[src/rtl/registro_notas_desplazables.sv]
// rtl/registro_notas_desplazables.sv - multi-slot falling-note register with frame-tick scrolling
//
// Holds up to NUM_SLOTS falling notes (note number + Y position). New notes
// go into the lowest free slot; every tickFrame moves active notes down by
// PASO_Y. A note that passes Y_LIMITE frees its slot.
//
// Ports:
//   clock, reset              clock and synchronous active-high reset
//   cargaNota, numeroNotaIn   load request and the note number to load
//   listoCarga                at least one slot is free
//   tickFrame                 one-cycle frame pulse, advances active notes
//   indiceLectura             slot index for the read port
//   numeroNotaOut,
//   posicionNotaYOut,
//   slotActivoOut             registered contents of the read slot
//   slotsActivos              per-slot active flags
//   cuentaActivos             number of active slots
//   notaPerdida               pulse: a load arrived while every slot was busy
module registro_notas_desplazables #(
    parameter int NUM_BITS_NOTA = 7,
    parameter int NUM_BITS_Y    = 10,
    parameter int NUM_SLOTS     = 8,
    parameter int Y_INICIAL     = 0,
    parameter int Y_LIMITE      = 479,
    parameter int PASO_Y        = 1
) (
    input  logic                             clock,
    input  logic                             reset,
    input  logic                             cargaNota,
    input  logic [NUM_BITS_NOTA-1:0]         numeroNotaIn,
    output logic                             listoCarga,
    input  logic                             tickFrame,
    input  logic [$clog2(NUM_SLOTS)-1:0]     indiceLectura,
    output logic [NUM_BITS_NOTA-1:0]         numeroNotaOut,
    output logic [NUM_BITS_Y-1:0]            posicionNotaYOut,
    output logic                             slotActivoOut,
    output logic [NUM_SLOTS-1:0]             slotsActivos,
    output logic [$clog2(NUM_SLOTS+1)-1:0]   cuentaActivos,
    output logic                             notaPerdida
);

    localparam int IDX_W = $clog2(NUM_SLOTS);
    localparam int CNT_W = $clog2(NUM_SLOTS + 1);

    localparam logic [NUM_BITS_Y-1:0] Y_INI = NUM_BITS_Y'(Y_INICIAL);
    localparam logic [NUM_BITS_Y:0]   Y_LIM = (NUM_BITS_Y + 1)'(Y_LIMITE);
    localparam logic [NUM_BITS_Y:0]   PASO  = (NUM_BITS_Y + 1)'(PASO_Y);

    // Slot state
    logic [NUM_SLOTS-1:0]     activo;
    logic [NUM_BITS_NOTA-1:0] nota [NUM_SLOTS];
    logic [NUM_BITS_Y-1:0]    pos_y [NUM_SLOTS];
    logic [CNT_W-1:0]         cuenta;

    // Next-state
    logic [NUM_SLOTS-1:0]     activo_sig;
    logic [NUM_BITS_NOTA-1:0] nota_sig [NUM_SLOTS];
    logic [NUM_BITS_Y-1:0]    pos_y_sig [NUM_SLOTS];
    logic [CNT_W-1:0]         cuenta_sig;
    logic [NUM_BITS_Y:0]      suma [NUM_SLOTS];
    logic                     hay_libre;
    logic [IDX_W-1:0]         libre_idx;
    logic                     lectura_valida;

    assign listoCarga    = ~&activo;
    assign slotsActivos  = activo;
    assign cuentaActivos = cuenta;

    always_comb begin
        activo_sig = activo;
        hay_libre  = 1'b0;
        libre_idx  = '0;
        cuenta_sig = '0;
        for (int i = 0; i < NUM_SLOTS; i++) begin
            nota_sig[i]  = nota[i];
            pos_y_sig[i] = pos_y[i];
            suma[i]      = {1'b0, pos_y[i]} + PASO;
        end

        // Scanning downward leaves the lowest free index selected; this uses
        // the pre-tick flags so a slot retired this cycle is not reused yet.
        for (int i = NUM_SLOTS - 1; i >= 0; i--) begin
            if (!activo[i]) begin
                hay_libre = 1'b1;
                libre_idx = IDX_W'(i);
            end
        end

        // The sum is one bit wider than Y so passing the limit cannot wrap.
        if (tickFrame) begin
            for (int i = 0; i < NUM_SLOTS; i++) begin
                if (activo[i]) begin
                    if (suma[i] > Y_LIM) begin
                        activo_sig[i] = 1'b0;
                        pos_y_sig[i]  = Y_INI;
                    end else begin
                        pos_y_sig[i]  = suma[i][NUM_BITS_Y-1:0];
                    end
                end
            end
        end

        // The target slot was inactive, so the tick never touched it and the
        // new note starts at Y_INICIAL regardless of tickFrame.
        if (cargaNota && hay_libre) begin
            activo_sig[libre_idx] = 1'b1;
            nota_sig[libre_idx]   = numeroNotaIn;
            pos_y_sig[libre_idx]  = Y_INI;
        end

        for (int i = 0; i < NUM_SLOTS; i++) begin
            cuenta_sig = cuenta_sig + CNT_W'(activo_sig[i]);
        end
    end

    assign lectura_valida = (int'(indiceLectura) < NUM_SLOTS);

    always_ff @(posedge clock) begin
        if (reset) begin
            activo           <= '0;
            cuenta           <= '0;
            notaPerdida      <= 1'b0;
            numeroNotaOut    <= '0;
            posicionNotaYOut <= '0;
            slotActivoOut    <= 1'b0;
            for (int i = 0; i < NUM_SLOTS; i++) begin
                nota[i]  <= '0;
                pos_y[i] <= Y_INI;
            end
        end else begin
            activo      <= activo_sig;
            cuenta      <= cuenta_sig;
            notaPerdida <= cargaNota & ~hay_libre;
            for (int i = 0; i < NUM_SLOTS; i++) begin
                nota[i]  <= nota_sig[i];
                pos_y[i] <= pos_y_sig[i];
            end
            // Read port captures the slot as it stood before this edge.
            if (lectura_valida) begin
                numeroNotaOut    <= nota[indiceLectura];
                posicionNotaYOut <= pos_y[indiceLectura];
                slotActivoOut    <= activo[indiceLectura];
            end else begin
                numeroNotaOut    <= '0;
                posicionNotaYOut <= '0;
                slotActivoOut    <= 1'b0;
            end
        end
    end

endmodule
[config.mk]
export PLATFORM = sky130hd
export DESIGN_NAME = registro_notas_desplazables
export DESIGN_NICKNAME = d
export VERILOG_FILES = /design/src/rtl/registro_notas_desplazables.sv
export SDC_FILE = /design/constraint.sdc
export NUM_CORES = 1
export LEC_CHECK = 0
export ABC_AREA = 1
export BUFFER_PORTS_ARGS = -buffer_cell sky130_fd_sc_hd__buf_2
export CORE_AREA = 2 2 132 134
export CTS_CLUSTER_DIAMETER = 50
export DETAILED_ROUTE_END_ITERATION = 16
export DIE_AREA = 0 0 134 136
export GPL_ROUTABILITY_DRIVEN = 1
export PLACE_DENSITY = 0.8
export SETUP_SLACK_MARGIN = 0.05
export SLEW_MARGIN = 25
export SYNTH_ARGS = -nofsm -noshare
export SYNTH_HDL_FRONTEND = slang
export SYNTH_SLANG_ARGS = --single-unit
[constraint.sdc]
create_clock -name clock -period 7.3 [get_ports clock]
set_input_delay 0.365 -clock clock [delete_from_list [all_inputs] [get_ports clock]]
set_output_delay 0.365 -clock clock [all_outputs]
set_load 0.02 [all_outputs]
==> run_results.csv, run 1 <==
group,metric,value,unit
status,status,"complete, no violations",
layout,final_common_cell,"nand2_1",
sta,fin_crit,4.37,ns
sta,setup_viol,0,
detailed_routing,antenna_left,0,
critical_path,cp_data_required_time,7.61,ns
power_and_ir_drop,power.density,194,nW/um^2
layout,synthToLayoutAreaGrowth,9.07,%
synth,synth-seq-area-share,35.8,%
placed_design,dp_hpwl,17600,um
critical_path,crit-reg2reg-launch,"pos_y[1][0]$_SDFF_PP0_",
global_routing,grt_pass1_wl,41500,um
cts,clk_latency,0.44,ns
critical_path,worstSetupPathType,"register to register",
synth,yosysWarnings,0,
critical_path,arrival,4.68,ns
global_routing,grt_max_degree,69,
power_and_ir_drop,p_leak,0.00399,uW
detailed_routing,wl_per_cell,15.1,um
detailed_routing,dr.pass1.iters,8,
cts,ctsRootBufferMaster,"clkbuf_16",
synth,netlist_instances,1421,
sta,maxSlewHeadroom,39.6,%
critical_path,worstPathMaxFanout,7,
cts,cts_tree,"done",
sta,fin_skew,0.00776,ns
cts,cts_resized,0,
floorplan,start_util,55.4,%
floorplan,die_area,18200,um^2
power_and_ir_drop,irDropWorstVdd,0.000174,V
detailed_routing,vias,9504,
cts,cts_htree_levels,4,
floorplan,io_pins,46,
synth,syn_nets,1458,
global_routing,antenna_found_initial,0,
layout,finalCoreUtilization,60.4,%
sta,tightest_slew,0.904,ns
floorplan,die_h,136,um
floorplan,num_rows,48,
layout,drive_above_1_share,8.04,%
placed_design,gp_congestion,0.942,
floorplan,die_x,134,um
sta,fin_crit_sh,59.9,%
cts,cts_setup_buffers,0,
layout,fin_nets,1466,
synth,ys_ff_latch,167,
cts,cts_buffer_depth,2,
global_routing,grtUsageTotal,28.2,%
critical_path,critPathLaunchType,"register",
sta,max_freq,229,MHz
sta,hold_viol,0,
synth,syn_area_per_cell,6.58,um^2
critical_path,ff2ff_setup_slack,2.93,ns
layout,antenna_cells,0,
global_routing,grt_pass1_vias,8573,
synth,synth_cell_types,38,
worst_hold_path,min_delay_path_depth,2,
cts,path_clk_slew,0.07,ns
detailed_routing,avgViaCountPerCell,5.70,
synth,synth_area,9350,um^2
worst_hold_path,holdCritPathClass,"input pin to register",
sta,tns,0,ns
detailed_routing,post-route-drc-count,0,
worst_hold_path,holdCritStartpoint,"cargaNota",
critical_path,reg2reg_depth,20,
detailed_routing,drt_first_iter_violations,973,
critical_path,endpoint_kind,"register",
sta,slew_viol_final,0,
sta,whs,0.258,ns
worst_hold_path,whs_endpoint,"notaPerdida$_SDFF_PP0_",
cts,numCtsBuffers,17,
job,maxCapViolCount,0,
floorplan,coreArea,16900,um^2
cts,cts.sinks,167,
detailed_routing,routed_wl,25100,um
layout,final_cell_mix,"nand2_1, dfxtp_1, nor2_1",
placed_design,io_buffers,45,
cts,postCtsHoldBufs,0,
global_routing,grt_overflow,0,
sta,grt_setup_unrepaired,"no",
critical_path,reg2reg_to,"cuentaActivos[2]$_SDFF_PP0_",
-- cell usage after synthesis, drive strengths merged --
cell type,count,area share [%]
a31oi,16,1.1
a21boi,1,0.080
nand2,301,12
clkbuf,38,1.5
ha,19,2.5
nand3b,2,0.16
dfxtp,167,36
nor3b,2,0.16
o22ai,1,0.067
nor2,169,7.1
nor3,13,0.80
xnor2,8,0.75
inv,167,6.7
nand3,118,6.8
o21bai,7,0.56
or2,2,0.16
o21ai,153,8.8
fa,4,0.86
buf,22,1.2
a21oi,148,7.9
a311oi,3,0.28
o211ai,8,0.64
nand4,41,2.7
xor2,11,1.0
-- cells by family after synthesis --
family / Yosys count / share of synthesized area [%]
xor+xnor: 19 / 1.78
compound gates: 337 / 19.4
simple gates: 648 / 30.3
buf+inv: 227 / 9.45
flops: 167 / 35.8
fa+ha+maj: 23 / 3.40
-- state kept, by name (all words and copies together) (netlist names) --
register / cells
slotActivoOut: 1
cuentaActivos: 4
posicionNotaYOut: 10
pos_y: 80
nota: 56
notaPerdida: 1
slotsActivos: 8
numeroNotaOut: 7
-- power breakdown --
part / switching, uW / total [uW] / leakage (uW) / internal [uW]
clock network: 401 / 881 / 0.000265 / 480
registers: 9.24 / 938 / 0.00135 / 929
logic: 116 / 159 / 0.00237 / 42.9
total: 526 / 1980 / 0.00399 / 1450
-- metal layers --
layer	track usage (%)	routed length (um)
met1	36.4	10700
met2	45.6	11500
met3	6.86	2300
met4	11.0	707
met5	0	0
-- layout make-up --
type | count | area, um^2
fill | 1549 | 6680
timing repair buffer | 49 | 255
sequential | 167 | 3340
clock inverter | 13 | 135
clock buffer | 19 | 433
tap | 225 | 282
multi-input combinational | 1027 | 5120
inverter | 167 | 627
-- metrics by stage --
stage / power, uW / instances / instance area, um^2 / worst slack (ns)
floorplan: 1060 / 1421 / 9350 / 3.38
global placement: 1110 / 1635 / 9630 / 3.09
detailed placement: 1110 / 1635 / 9630 / 3.01
CTS: 1990 / 1667 / 10200 / 2.97
global route: 2050 / 1667 / 10200 / 2.62
finish: 1980 / 1667 / 10200 / 2.93
-- worst max-delay path, cell delays in order (launching register included) --
cell	delay, ns
dfxtp_1	0.44
inv_1	0.11
ha_1	0.32
nor2_1	0.11
nand2_1	0.06
nor2_1	0.11
nand2_1	0.06
nand3_1	0.06
nand3_1	0.10
nand2_1	0.13
nand2_1	0.09
a21boi_0	0.24
fa_1	0.50
fa_1	0.59
fa_1	0.43
inv_1	0.07
ha_1	0.17
inv_1	0.06
fa_1	0.37
xor2_1	0.15
nor2_1	0.05
-- worst max-delay path by stage --
stage	start	end	slack, ns	cells after the start
final	pos_y[1][0]$_SDFF_PP0_	cuentaActivos[2]$_SDFF_PP0_	2.93	20
after floorplan	pos_y[1][0]$_SDFF_PP0_	cuentaActivos[2]$_SDFF_PP0_	3.38	20
after detailed placement	pos_y[1][0]$_SDFF_PP0_	cuentaActivos[2]$_SDFF_PP0_	3.01	20
after CTS	pos_y[1][0]$_SDFF_PP0_	cuentaActivos[2]$_SDFF_PP0_	2.97	20
after global routing	pos_y[1][0]$_SDFF_PP0_	cuentaActivos[2]$_SDFF_PP0_	2.62	18
after global placement	pos_y[1][0]$_SDFF_PP0_	cuentaActivos[2]$_SDFF_PP0_	3.09	20
(Power assumes the default switching activity.)
==> run 2, diff against run 1 <==
clock period = 4.5 ns   (was 7.3 ns; I/O delays follow)
==> run 2 against run 1 <==
Effect of this change: worst hold slack worse by 0.15 ns; routed wire length is 1.4% higher; non-clock buffer count is 15 higher; via count is 0.76% lower; cell area is 1.3% higher; combinational power is 67% higher; sequential share of layout area is 0.40 points lower; utilization is 0.79 points higher; die area stayed put; sequential power is 62% higher.
==> run_results.csv, run 2 (synthesized netlist as in run 1, its figures left out) <==
group,metric,value,unit
critical_path,ff2ff_setup_slack,0.38,ns
sta,maxSlewHeadroom,34.4,%
critical_path,arrival,4.44,ns
sta,fin_crit,4.12,ns
worst_hold_path,holdCritPathClass,"input pin to register",
layout,top_regs,"pos_y x80, nota x56, posicionNotaYOut x10",
power_and_ir_drop,p_leak,0.00407,uW
global_routing,grt_max_degree,97,
cts,cts_buffer_depth,2,
power_and_ir_drop,irDropWorstVdd,0.000289,V
sta,fin_skew,0.0117,ns
critical_path,reg2reg_depth,18,
layout,synthToLayoutAreaGrowth,10.5,%
critical_path,worstSetupPathType,"register to register",
detailed_routing,dr.pass1.iters,6,
critical_path,critPathLaunchType,"register",
critical_path,setup.worst_path.start,"pos_y[1][0]$_SDFF_PP0_",
critical_path,cp_data_required_time,4.82,ns
detailed_routing,routed_wl,25500,um
detailed_routing,post-route-drc-count,0,
sta,hold_viol,0,
floorplan,coreArea,16900,um^2
global_routing,grtUsageTotal,28.4,%
layout,top_register,"pos_y",
critical_path,endpoint_kind,"register",
power_and_ir_drop,totalPowerFinal,3220,uW
global_routing,grt_pass1_wl,41500,um
sta,fin_crit_sh,91.5,%
sta,slew_viol_final,0,
sta,setup_ws,0.384,ns
placed_design,gp_congestion,0.956,
detailed_routing,drt_first_iter_violations,955,
floorplan,start_util,55.4,%
detailed_routing,wl_per_cell,15.1,um
critical_path,reg2reg_to,"cuentaActivos[2]$_SDFF_PP0_",
layout,drive_above_1_share,9.40,%
layout,final_common_cell,"nand2_1",
cts,ctsRootBufferMaster,"clkbuf_16",
sta,tightest_slew,0.982,ns
critical_path,crit_path_end,"cuentaActivos[2]$_SDFF_PP0_",
global_routing,antenna_found_initial,0,
detailed_routing,avgViaCountPerCell,5.61,
critical_path,worstPathMaxFanout,7,
cts,postCtsHoldBufs,0,
status,status,"complete, no violations",
cts,cts_tree,"done",
floorplan,die_area,18200,um^2
floorplan,die_h,136,um
global_routing,grt_pass1_vias,8465,
detailed_routing,vias,9432,
power_and_ir_drop,power.density,311,nW/um^2
sta,setup_viol,0,
cts,cts.sinks,167,
placed_design,pre_cts_ws,0.285,ns
placed_design,dp_hpwl,17500,um
floorplan,num_rows,48,
layout,antenna_cells,0,
cts,clk_latency,0.45,ns
sta,grt_setup_unrepaired,"no",
floorplan,die_x,134,um
global_routing,grt_overflow,0,
sta,tns,0,ns
sta,whs,0.105,ns
critical_path,crit-reg2reg-launch,"pos_y[1][0]$_SDFF_PP0_",
placed_design,placed_cell_area,9740,um^2
layout,fin_nets,1481,
detailed_routing,antenna_left,0,
sta,max_freq,243,MHz
job,maxCapViolCount,0,
cts,cts_htree_levels,4,
layout,largest_register_ffs,80,
cts,numCtsBuffers,17,
floorplan,io_pins,46,
placed_design,io_buffers,45,
layout,final_cell_mix,"nand2_1, dfxtp_1, nor2_1",
cts,path_clk_slew,0.07,ns
layout,fin_area,10300,um^2
==> run 2: cell count changes in the layout (fill, tap and decap cells not counted), sizes merged <==
cell / change
buf: +15
clkinvlp: -3
clkinv: +2
inv: +2
bufinv: -1
==> run 2: final cells by class <==
class	instances	area (um^2)
sequential	167	3350
clock buffer	19	443
fill	1578	6540
multi-input combinational	1027	5140
inverter	167	627
tap	225	282
timing repair buffer	64	368
clock inverter	13	130
==> run 2: critical path, stage by stage, from the launching register on <==
cell and delay, ns:
dfxtp_2 0.39, ha_2 0.23, nand3_1 0.16, o21ai_0 0.22, nand2_1 0.10, nor2_1 0.10, nand3_1 0.12, nand2_1 0.11
nand2_1 0.07, a21boi_1 0.17, fa_1 0.49, fa_1 0.59, fa_1 0.42, inv_1 0.06, ha_1 0.16, inv_1 0.06
fa_1 0.37, xor2_1 0.14, nor2_1 0.05
==> run 2: repair_timing <==
action,4_1_cts,5_1_grt
buffers inserted,0,0
resized for setup,0,6
endpoints found under the setup margin,0,2
==> run 2: how the worst min path moves through the flow <==
stage                                  from                       to  slack (ns)  cells after the start
floorplan                   numeroNotaIn[4]  nota[6][4]$_SDFFE_PP0P_        0.37                      2
global placement    nota[3][4]$_SDFFE_PP0P_  nota[3][4]$_SDFFE_PP0P_        0.44                      2
detailed placement  nota[3][6]$_SDFFE_PP0P_  nota[3][6]$_SDFFE_PP0P_        0.44                      2
CTS                               cargaNota   notaPerdida$_SDFF_PP0_        0.09                      2
global route                      cargaNota   notaPerdida$_SDFF_PP0_        0.11                      2
finish                            cargaNota   notaPerdida$_SDFF_PP0_        0.10                      2
==> run 2: through the flow <==
stage	std cells	util (%)
6_report	1682	61.2
5_1_grt	1682	61.2
4_1_cts	1682	61.1
3_5_place_dp	1650	57.7
3_3_place_gp	1650	57.7
2_1_floorplan	1421	-
==> run 2: metal layers <==
layer / vias to the layer above / wire (um) / global-route usage (%)
li1: 4726 / - / -
met4: 0 / 657 / 12.3
met5: - / 0 / 0
met2: 340 / 11800 / 45.8
met3: 53 / 1870 / 5.67
met1: 4313 / 11100 / 37.2
==> run 2: where the power goes <==
part / switching (uW) / leakage, uW / internal [uW]
combinational: 189 / 0.00244 / 76.1
clock: 684 / 0.000280 / 750
sequential: 12.1 / 0.00135 / 1510
total: 885 / 0.00407 / 2330
